[src/rtl/tx_arb_pkg.sv]
// Shared types and frame constants for the transmit-side link scheduler.
package tx_arb_pkg;

  typedef enum logic {
    IDLE = 1'b0,
    WAIT = 1'b1
  } state_t;

  localparam int BITS_PER_BYTE   = 10;
  localparam int BYTES_PER_FRAME = 2;
  localparam int MAX_REQ         = 8;
  localparam int WORD_W          = 16;

endpackage

[src/rtl/tx_arb_pick.sv]
// Combinational winner picker. Round-robin starting after `last` by default;
// defining TX_ARB_FIXED_PRIO_EN makes the lowest asserted index always win.
module tx_arb_pick
  import tx_arb_pkg::*;
#(
  parameter int NUM_REQ = 4,
  parameter int IDW     = $clog2(NUM_REQ)
) (
  input  logic [NUM_REQ-1:0] req,
  input  logic [IDW-1:0]     last,
  output logic               any,
  output logic [IDW-1:0]     win
);

  assign any = |req;

`ifdef TX_ARB_FIXED_PRIO_EN
  logic unused_last;
  assign unused_last = ^last;

  always_comb begin
    win = '0;
    for (int k = NUM_REQ - 1; k >= 0; k--) begin
      if (req[k]) win = IDW'(k);
    end
  end
`else
  // Search last+1 upward, wrapping, so the previous winner has lowest priority.
  always_comb begin
    logic found;
    int   idx;
    win   = '0;
    found = 1'b0;
    idx   = 0;
    for (int k = 1; k <= NUM_REQ; k++) begin
      idx = int'(last) + k;
      if (idx >= NUM_REQ) idx = idx - NUM_REQ;
      if (!found && req[IDW'(idx)]) begin
        found = 1'b1;
        win   = IDW'(idx);
      end
    end
  end
`endif

endmodule

[src/rtl/tx_arb.sv]
// Shares the 16-bit transceiver input between requesters, one frame at a time,
// using a guard counter in place of a completion flag. Macro: TX_ARB_FIXED_PRIO_EN.
module tx_arb
  import tx_arb_pkg::*;
#(
  parameter int NUM_REQ    = 4,
  parameter int BAUD_DIV   = 2604,
  parameter int GAP_CYCLES = 16
) (
  input  logic                        clk,
  input  logic                        rst,
  input  logic [NUM_REQ-1:0]          req,
  input  logic [WORD_W*NUM_REQ-1:0]   req_data,
  output logic [NUM_REQ-1:0]          ack,
  output logic [WORD_W-1:0]           tx_data,
  output logic                        trmt,
  output logic [$clog2(NUM_REQ)-1:0]  grant_id,
  output logic                        busy
);

  localparam int FRAME_CYC = BITS_PER_BYTE * BYTES_PER_FRAME * BAUD_DIV + GAP_CYCLES;
  localparam int CNT_W     = $clog2(FRAME_CYC);
  localparam int IDW       = $clog2(NUM_REQ);

  state_t              state_q, state_d;
  logic [CNT_W-1:0]    cnt_q, cnt_d;
  logic [IDW-1:0]      last_q, last_d;
  logic [WORD_W-1:0]   tx_data_q, tx_data_d;
  logic [IDW-1:0]      gid_q, gid_d;
  logic [NUM_REQ-1:0]  ack_q, ack_d;
  logic                trmt_q, trmt_d;
  logic                busy_q, busy_d;

  logic                any;
  logic [IDW-1:0]      win;
  logic [WORD_W-1:0]   word_sel;
  logic [NUM_REQ-1:0]  win_onehot;

  tx_arb_pick #(
    .NUM_REQ (NUM_REQ),
    .IDW     (IDW)
  ) u_pick (
    .req  (req),
    .last (last_q),
    .any  (any),
    .win  (win)
  );

  always_comb begin
    word_sel   = '0;
    win_onehot = '0;
    for (int i = 0; i < NUM_REQ; i++) begin
      if (win == IDW'(i)) begin
        word_sel      = req_data[WORD_W*i +: WORD_W];
        win_onehot[i] = 1'b1;
      end
    end
  end

  always_comb begin
    state_d   = state_q;
    cnt_d     = cnt_q;
    last_d    = last_q;
    tx_data_d = tx_data_q;
    gid_d     = gid_q;
    ack_d     = '0;
    trmt_d    = 1'b0;
    unique case (state_q)
      IDLE: begin
        if (any) begin
          state_d   = WAIT;
          cnt_d     = CNT_W'(FRAME_CYC - 1);
          tx_data_d = word_sel;
          gid_d     = win;
          ack_d     = win_onehot;
          trmt_d    = 1'b1;
`ifndef TX_ARB_FIXED_PRIO_EN
          last_d    = win;
`endif
        end
      end
      WAIT: begin
        // Requests are ignored here; the transceiver is still shifting.
        if (cnt_q == '0) state_d = IDLE;
        else             cnt_d   = cnt_q - 1'b1;
      end
      default: state_d = IDLE;
    endcase
    busy_d = (state_d == WAIT);
  end

  always_ff @(posedge clk) begin
    if (rst) begin
      state_q   <= IDLE;
      cnt_q     <= '0;
      last_q    <= IDW'(NUM_REQ - 1);
      tx_data_q <= '0;
      gid_q     <= '0;
      ack_q     <= '0;
      trmt_q    <= 1'b0;
      busy_q    <= 1'b0;
    end else begin
      state_q   <= state_d;
      cnt_q     <= cnt_d;
      last_q    <= last_d;
      tx_data_q <= tx_data_d;
      gid_q     <= gid_d;
      ack_q     <= ack_d;
      trmt_q    <= trmt_d;
      busy_q    <= busy_d;
    end
  end

  assign ack      = ack_q;
  assign tx_data  = tx_data_q;
  assign trmt     = trmt_q;
  assign grant_id = gid_q;
  assign busy     = busy_q;

endmodule

[config.mk]
export PLATFORM = sky130hd
export DESIGN_NAME = tx_arb
export DESIGN_NICKNAME = d
export VERILOG_FILES = /design/src/rtl/tx_arb_pkg.sv /design/src/rtl/tx_arb_pick.sv /design/src/rtl/tx_arb.sv
export SDC_FILE = /design/constraint.sdc
export NUM_CORES = 1
export LEC_CHECK = 0
export CAP_MARGIN = 20
export CORE_ASPECT_RATIO = 1.5
export CORE_UTILIZATION = 43
export CTS_BUF_LIST = sky130_fd_sc_hd__clkbuf_4 sky130_fd_sc_hd__clkbuf_8
export DETAILED_ROUTE_END_ITERATION = 12
export PLACE_DENSITY = 0.82
export SYNTH_ARGS = -nofsm -noshare
export SYNTH_HDL_FRONTEND = slang
export SYNTH_SLANG_ARGS = --single-unit
export TNS_END_PERCENT = 5
[constraint.sdc]
create_clock -name clk -period 2.35 [get_ports clk]
set_input_delay 0.235 -clock clk [delete_from_list [all_inputs] [get_ports clk]]
set_output_delay 0.235 -clock clk [all_outputs]
set_load 0.02 [all_outputs]
**Yosys cells after proc, flatten, opt, wreduce, memory -nomap -nowiden**

Cells that the tools add are included.

- Bits in writable memories: 0
- Flip-flop bits (word level): 42
- Latch bits: 0
- Bits of input ports: 70
- Output and inout port bits: 24
- Logic and storage cells: 81
- Memories: 0
- Bits in read-only memories: 0

- Bitwise operators: 2
- Mux-type cells: 37
- Reductions and logical operators: 13
- Magnitude comparators: 8
- Equality and inequality tests: 5
- Shifts and indexed selects: 0
- Divide/modulo/power cells: 0
- Multipliers: 0
- Add/subtract/negate cells: 9

Operator list:

| cell | count |
|---|---|
| 16-bit 2-to-1 mux | 6 |
| 16-bit case mux with 2 select lines | 1 |
| 1-bit 2-to-1 mux | 17 |
| 16-bit logical NOT | 1 |
| 2-bit by 4-bit < comparator with 1-bit output, second input constant | 4 |
| 2-bit 2-to-1 mux | 8 |
| 16-bit by 1-bit subtractor with 16-bit output, second input constant | 1 |
| 3-bit greater-or-equal comparator, second input constant | 3 |
| 1-bit binary-select mux with 2-bit select | 4 |
| 2-bit by 1-bit subtractor with 2-bit output, second input constant | 4 |
| 2-bit by 2-bit adder with 3-bit output, second input constant | 2 |
| 2-bit by 3-bit adder with 4-bit output, second input constant | 1 |
| 2-bit == test, second input constant | 2 |
| 4-bit by 3-bit greater-or-equal comparator with 1-bit output, second input constant | 1 |
| 2-bit != test, second input constant | 2 |
| 2-bit AND reduction | 2 |
| 4-bit OR reduction | 1 |
| 2-bit by 1-bit adder with 3-bit output, second input constant | 1 |
| 1-bit logical AND | 3 |
| 1-bit logical NOT | 3 |
| 3-bit OR reduction | 1 |
| 2-bit by 1-bit == test with 1-bit output, second input constant | 1 |
| 2-bit logical NOT | 1 |
| 1-bit inverter | 2 |
| other kinds (2) | 2 |

**Depth between registers and ports, before layout**

Gate-level depths: netlist of run 1.

- Word-level depth: 21
- Depth in mapped cells: 7
- Mapped depth without buffers: 7

**Cells and area by module**

Synthesis of run 1 repeated with hierarchy kept, for this count alone.

- Cells, all modules: 227
- Area, all modules: 2164.6 um^2

Modules (own cells, without submodules):

| module | sequential area each (um^2) | cells each | area each (um^2) | instances |
|---|---|---|---|---|
| tx_arb | 840.8 | 213 | 2083.2 | 1 |
| tx_arb_pick | 0.0 | 14 | 81.3 | 1 |

**Worst setup path before layout of run 1**

OpenSTA, ideal clock, no wires.

- Path type: flip-flop to flip-flop
- From: register cnt_q[0]
- To: register cnt_q[10]
- Clock period less this slack: 1.785 ns
- Required time: 2.228 ns
- Path buffers: 0
- Setup time: 0.122 ns
- Arrival: 1.663 ns
- Stages on the path, launching flop included: 8
- Path slack: 0.565 ns
- Cell sequence: dfxtp_1 > inv_1 > ha_1 > nor4b_1 > nand4_2 > and2_1 > and4_4 > a311o_1

- Word-level cells in the longest chain between the ends: 3
- Elaborated cells between the ends (all ways): 6
- Classes of those cells: add/sub (1); eq/ne (1); mux (2); reduce/logical (2)

RTL lines:

| item | RTL line | source |
|---|---|---|
| start, declared | tx_arb.sv:26 | `logic [CNT_W-1:0] cnt_q, cnt_d;` |
| start signal, assigned | tx_arb.sv:104 | `cnt_q <= cnt_d;` |
| 16-bit by 1-bit subtractor with 16-bit output or 16-bit logical NOT (tied branches) | tx_arb.sv:85, tx_arb.sv:84 |  |
| 16-bit 2-to-1 mux or 2-bit != test (tied branches) | n/a |  |
| 16-bit case mux with 2 select lines or 2-bit AND reduction (tied branches) | n/a |  |

Parallel ways exist; a longest one is shown, timed or not. The select of a mux whose other input is x is not followed.
A chain may end at the register's enable or synchronous reset.

**Worst setup path after layout of run 1**

Ends and elaborated chain as after synthesis.

==> results_dict.tcl, run 1 <==
set metrics [dict create \
    status "completed" \
    finalCriticalPeriod_ns 2.05 \
    p_leak_nw 1.32 \
    ys_async_sr_fraction_pct 0 \
    dr.pass1.iters 4 \
    drive_gt1_share_pct 8.21 \
    synth_cell_type_count 40 \
    worstHoldPathType "register to register" \
    cp-end-kind "register" \
    cap_viol_max_count 0 \
    postCtsResizedCells 0 \
    start_util_pct 44.4 \
    ff2ff_setup_slack_ns 0.30 \
    worst_pin_slew_ns 1.07 \
    antenna_left 0 \
    die-area_um2 5260 \
    critical_path_class "register to register" \
    ys_seq_area_share_pct 39.4 \
    synth_fp_nets 304 \
    utilization_pct 67.8 \
    max_stage_delay_ns 0.33 \
    max_freq_mhz 489 \
    path_cells "inv_1, ha_1, nor4b_1, nand4_2, and2_1, and4_4, a311o_1" \
    syn_area_um2 2140 \
    fp.dieH_um 88.3 \
    globalplace.congestion 0.836 \
    drt_wl_total_um 5800 \
    ir_worst_vdd_mv 0.318 \
    avgSynthCellArea_um2 9.21 \
    h-tree-depth 2 \
    antenna_found_initial 0 \
    cts_buffers 5 \
    insertion_delay_ns 0.29 \
    whs_endpoint "tx_data[4]" \
    core_area_um2 4810 \
    yosysWarnings 0 \
    synth_cells 232 \
    post-synth-top-area-fraction_pct 39.4 \
    grt_usage_pct 23.2 \
    grt_pass1_vias 2101 \
    port_buffers 93 \
    cts.sinks 42 \
    ys_top_cells_by_area "dfxtp_1 (39%), mux2i_1 (15%), o221ai_1 (6.6%), nand2_1 (4.2%), a21oi_1 (3.7%)" \
    min_path_cells 2 \
    fin_crit_sh_pct 87.1 \
    ios 94 \
    fin_tns_setup_ns 0 \
    setup_violations 0 \
    cts_hold_buf 0 \
    min_from "tx_data[4]" \
    cts_setup_buffers 0 \
    cts.clk_slew.worst_paths_ns 0.08 \
    grt_max_degree 38 \
    wire_per_inst_um 14.7 \
    required_ns 2.53 \
    grt_pass1_wl_um 9140 \
    die_w_um 59.5 \
    clockBufferDepth 2 \
    yosysTopAreaCell "dfxtp_1" \
    drv_slew 0 \
    slowest_stage "nor4b_1" \
    crit_arrival_ns 2.23 \
    p_per_area_nw_per_um2 604 \
    fp-row-count 31 \
    diodes 0 \
    routed_via_density 5.33 \
    synth_edf_count 0 \
    regToRegStartpoint "cnt_q[0]" \
    grt_overflow 0 \
    ys_seq_elements 42 \
    crit_fanout 5 \
    p_total_mw 1.97 \
    area_delta_synth_final_pct 52.7 \
    vias 2104 \
    holdWs_ns 0.473 \
    grt_setup_unrepaired "no" \
    fin_skew_ns 0.00165 \
    synthFlopType "dfxtp_1" \
    drc 0 \
    nFillCells 414 \
    dp_hpwl_um 4460 \
    cts_tree "done" \
    r2r_cells 7 \
    startpoint_type "register" \
    nNetsFinal 400 \
    hold_viol 0 \
    cts_root_buf "clkbuf_8" \
    r2r_end "cnt_q[10]" \
    drt_iter0_markers 43 \
    slew_headroom_pct 28.3 \
]
-- metrics by stage --
step / cell area, µm² / std cells / setup WS, ns
2_1_floorplan: 2140 / 232 / 0.565
3_3_place_gp: 3170 / 387 / 0.229
3_5_place_dp: 3170 / 387 / 0.159
4_1_cts: 3260 / 395 / 0.334
5_1_grt: 3260 / 395 / 0.204
6_report: 3260 / 395 / 0.303
-- kinds of logic (layout without fill, tap and decap cells) --
family	count (synthesis)	after routing	synth area share [%]
xor gates and xnor gates	10	10	4.10
buffers and inverters	19	116	3.87
AOI/OAI and AO/OA	46	46	14.8
and+or+nand+nor	79	79	20.7
adders and majority gates	2	2	1.17
muxes	34	34	16.0
DFF	42	42	39.4
-- where the power goes --
group | total [mW] | internal [mW] | switching (mW)
registers | 0.852 | 0.788 | 0.0641
logic | 0.627 | 0.339 | 0.287
clock network | 0.492 | 0.249 | 0.244
-- flip-flops by register name, indices dropped and copies added, names as in the netlist --
| register | cells |
|---|---|
| cnt_q | 16 |
| tx_data | 16 |
| ack | 4 |
| grant_id | 2 |
| last_q | 2 |
| busy | 1 |
| trmt | 1 |
-- metal layers --
metal | up-vias | share of wire [%] | GRT usage (%)
met4 | 0 | 2.0 | 8.67
li1 | 1042 | - | -
met2 | 87 | 52 | 42.4
met1 | 965 | 37 | 23.6
met3 | 10 | 8.3 | 8.48
met5 | - | 0 | 0
-- Yosys cell counts, drive strengths merged, types with 3 or more instances --
library cell / count
nor4: 5
nand2: 24
nor3: 6
dfxtp: 42
xnor2: 3
nor4b: 3
a21oi: 16
nor2b: 3
nor2: 17
and2: 3
clkbuf: 7
o21ai: 5
nand2b: 3
buf: 5
nand3: 6
xor2: 7
mux2i: 33
inv: 7
nand4: 3
o221ai: 16
-- placed cells by master (no fill, tap or decap), drive strengths merged, types with 2 or more instances in the layout --
| master | synthesis | final |
|---|---|---|
| clkbuf | 7 | 7 |
| mux2i | 33 | 33 |
| a21o | 2 | 2 |
| nand3 | 6 | 6 |
| dfxtp | 42 | 42 |
| o21ai | 5 | 5 |
| nand4 | 3 | 3 |
| o221ai | 16 | 16 |
| inv | 7 | 7 |
| nor2 | 17 | 17 |
| nand2b | 3 | 3 |
| xnor2 | 3 | 3 |
| and2 | 3 | 3 |
| nor4 | 5 | 5 |
| buf | 5 | 8 |
| a21oi | 16 | 16 |
| xor2 | 7 | 7 |
| nor3 | 6 | 6 |
| nand2 | 24 | 24 |
| a31oi | 2 | 2 |
| nor2b | 3 | 3 |
| clkdlybuf4s50 | 0 | 93 |
| nor4b | 3 | 3 |
| ha | 2 | 2 |
-- worst max path at each step --
| stage | to | slack (ns) | cells after the start | startpoint |
|---|---|---|---|---|
| 2_1_floorplan | cnt_q[10] | 0.56 | 7 | cnt_q[0] |
| 3_3_place_gp | tx_data[12] | 0.23 | 6 | req[3] |
| 3_5_place_dp | tx_data[12] | 0.16 | 6 | req[3] |
| 4_1_cts | cnt_q[10] | 0.33 | 7 | cnt_q[0] |
| 5_1_grt | cnt_q[10] | 0.20 | 7 | cnt_q[0] |
| 6_report | cnt_q[10] | 0.30 | 7 | cnt_q[0] |
-- layout make-up --
class                      instances  area [µm²]  share of cell area, %
tap                               66        82.6                   2.53
inverter                           7        26.3                  0.806
timing repair buffer             101        1000                   30.8
clock buffer                       7        90.1                   2.76
clock inverter                     1        5.00                  0.153
sequential                        42         841                   25.8
multi-input combinational        171        1210                   37.2
-- critical path: cells and delay by family, from the launching register on --
family	cells	cell delay, ns
compound gates	1	0.31
fa+ha+maj	1	0.19
buf+inv	1	0.11
flops	1	0.31
simple gates	4	1.01
Power figures use the tool's default switching activity.
==> inputs of run 2 (changes only) <==
--- a/config.mk
+++ b/config.mk
@@ -5,13 +5,15 @@
 export SDC_FILE = /design/constraint.sdc
 export NUM_CORES = 1
 export LEC_CHECK = 0
+export ABC_AREA = 1
 export CAP_MARGIN = 20
 export CORE_ASPECT_RATIO = 1.5
-export CORE_UTILIZATION = 43
+export CORE_UTILIZATION = 45
 export CTS_BUF_LIST = sky130_fd_sc_hd__clkbuf_4 sky130_fd_sc_hd__clkbuf_8
 export DETAILED_ROUTE_END_ITERATION = 12
-export PLACE_DENSITY = 0.82
+export PLACE_DENSITY = 0.81
 export SYNTH_ARGS = -nofsm -noshare
 export SYNTH_HDL_FRONTEND = slang
+export SYNTH_HIERARCHICAL = 1
 export SYNTH_SLANG_ARGS = --single-unit
 export TNS_END_PERCENT = 5
==> run 2 against run 1 <==
Power up 76%. Flip-flop and latch count did not move. Non-clock buffer count increased by 1. Die area is 12% higher. Largest cell class unchanged. Largest power group is now combinational cells.
==> results_dict.tcl, run 2 <==
set metrics [dict create \
    critPathTopFamily "simple AND/OR/NAND/NOR gates" \
    ys_top_cells_by_area "dfxtp_1 (33%), nand2_1 (16%), nand3_1 (9.2%), a21oi_1 (6.4%), nor2_1 (4.5%)" \
    p_leak_nw 1.56 \
    ios 94 \
    yosysWarnings 6 \
    start_util_pct 46.5 \
    area_delta_synth_final_pct 44.0 \
    postCtsResizedCells 0 \
    worstHoldPathType "register to register" \
    critical_path_class "register to register" \
    utilization_pct 67.0 \
    cts_root_buf "clkbuf_8" \
    dp_cells 549 \
    path_cells "inv_2, nand2_2, nand2_4, nand2_4, nand2_4, nor2_8, nand2_2, nand3_2, nand2_1, inv_1, nand2_1, inv_2, nand2_1, nand3_1, o21ai_1, a21oi_1" \
    ff2ff_setup_slack_ns 0.26 \
    placed_cell_area_um2 3530 \
    synth_cell_type_count 27 \
    max_stage_delay_ns 0.46 \
    p_per_area_nw_per_um2 956 \
    path_buf_inv 3 \
    fin_tns_setup_ns 0 \
    status "completed" \
    cts_setup_buffers 0 \
    fin_skew_ns 0.0118 \
    h-tree-depth 2 \
    insertion_delay_ns 0.30 \
    cts_tree "done" \
    grt_pass1_wl_um 12200 \
    grt_setup_unrepaired "no" \
    vias 2905 \
    fp.dieH_um 93.6 \
    nFillCells 509 \
    cts_hold_buf 0 \
    drt_wl_total_um 7290 \
    setup_violations 0 \
    drv_slew 0 \
    finalCriticalPeriod_ns 2.09 \
    ir_worst_vdd_mv 0.671 \
    port_buffers 93 \
    die_w_um 63.0 \
    wire_per_inst_um 13.1 \
    worst_pin_slew_ns 0.585 \
    core_area_um2 5410 \
    drc 0 \
    synth_cells 394 \
    fin_area_um2 3620 \
    max_freq_mhz 479 \
    dr.pass1.iters 4 \
    grt_max_degree 37 \
    yosysMostFrequentCell "nand2_1" \
    nNetsFinal 557 \
    grt_overflow 0 \
    slew_headroom_pct 60.9 \
    antenna_found_initial 0 \
    globalplace.congestion 0.905 \
    die-area_um2 5900 \
    cp-end-kind "register" \
    diodes 0 \
    slowest_stage "dfxtp_1" \
    synth_fp_nets 465 \
    antenna_left 0 \
    fin_crit_sh_pct 88.8 \
    required_ns 2.58 \
    syn_area_um2 2510 \
    ys_seq_elements 42 \
    cts_buffers 5 \
    routed_via_density 5.22 \
    clockBufferDepth 2 \
    ys_seq_area_share_pct 33.4 \
    synthTopCellsByCount "nand2_1 (110), nand3_1 (46), dfxtp_1 (42)" \
    dp_hpwl_um 5380 \
    fin_ws_ns 0.263 \
    startpoint_type "register" \
    final_cells 557 \
    grt_pass1_vias 2890 \
    ys_async_sr_fraction_pct 0 \
    crit_fanout 16 \
    cts.sinks 42 \
    cts.clk_slew.worst_paths_ns 0.08 \
    grt_usage_pct 25.9 \
    post-synth-top-area-fraction_pct 33.4 \
    drt_iter0_markers 166 \
    yosysTopAreaCell "dfxtp_1" \
    crit_arrival_ns 2.32 \
    hold_viol 0 \
    final_common_cell "nand2_1" \
    synthFlopType "dfxtp_1" \
    drive_gt1_share_pct 10.9 \
    layout_common_cells "nand2_1 (110), clkdlybuf4s50_1 (93), nand3_1 (46)" \
    fp-row-count 33 \
    synth_edf_count 0 \
    avgSynthCellArea_um2 6.38 \
    dp_slack_ns 0.0212 \
    cap_viol_max_count 0 \
]
run 2: cell types whose count changed in the layout (fill, tap and decap cells not counted), sizes merged, moves of 19 or more:
cell / before / now
inv: 7 / 33
mux2i: 33 / 0
nand2: 24 / 127
nand3: 6 / 47
nor2: 17 / 36
o21ai: 5 / 33
run 2: metrics by stage:
step	power, mW	hold slack (ns)
floorplan	2.28	0.304
detailed placement	2.97	0.465
CTS	3.48	0.477
global route	3.71	0.509
finish	3.46	0.474
global placement	2.93	0.456
run 2: report_power, final:
group,switching (mW),internal [mW]
Clock,0.266,0.237
Sequential,0.117,0.868
Combinational,1.16,0.816
run 2: cell type report:
class | count | area [µm²] | share of cell area, %
Multi-Input combinational cell | 301 | 1450 | 40.1
Timing Repair Buffer | 102 | 1010 | 27.9
Sequential cell | 42 | 842 | 23.2
Inverter | 34 | 133 | 3.66
Tap cell | 70 | 87.6 | 2.42
Clock buffer | 6 | 82.6 | 2.28
Clock inverter | 2 | 12.5 | 0.345
run 2: tightest hold or removal path: cells and delay by family (launching register included):
kind,cells,cell delay [ns]
flip-flops,1,0.32
AND/OR/NAND/NOR,1,0.06
AO/OA/AOI/OAI,1,0.06
run 2: cells by family after synthesis:
logic type / after synthesis / share of synthesized area (%)
xor+xnor: 1 / 0.348
compound gates: 76 / 15.7
buf+inv: 51 / 8.76
simple gates: 223 / 41.3
fa+ha+maj: 1 / 0.497
flops: 42 / 33.4
run 2: path summary, 6_finish.rpt:
| check | start | endpoint | depth (start not counted) |
|---|---|---|---|
| worst max register to register | last_q[1] | tx_data[10] | 16 |
| worst max-delay path | last_q[1] | tx_data[10] | 16 |
| worst min register to register | grant_id[0] | grant_id[0] | 2 |
| worst min-delay path | grant_id[0] | grant_id[0] | 2 |
run 2: per-layer routing:
layer / track usage, % / wire (µm) / vias up
met4: 10.3 / 111 / 0
met1: 25.2 / 2770 / 1323
li1: - / - / 1470
met2: 50.2 / 3860 / 101
met5: 0 / 0 / -
met3: 6.95 / 543 / 11
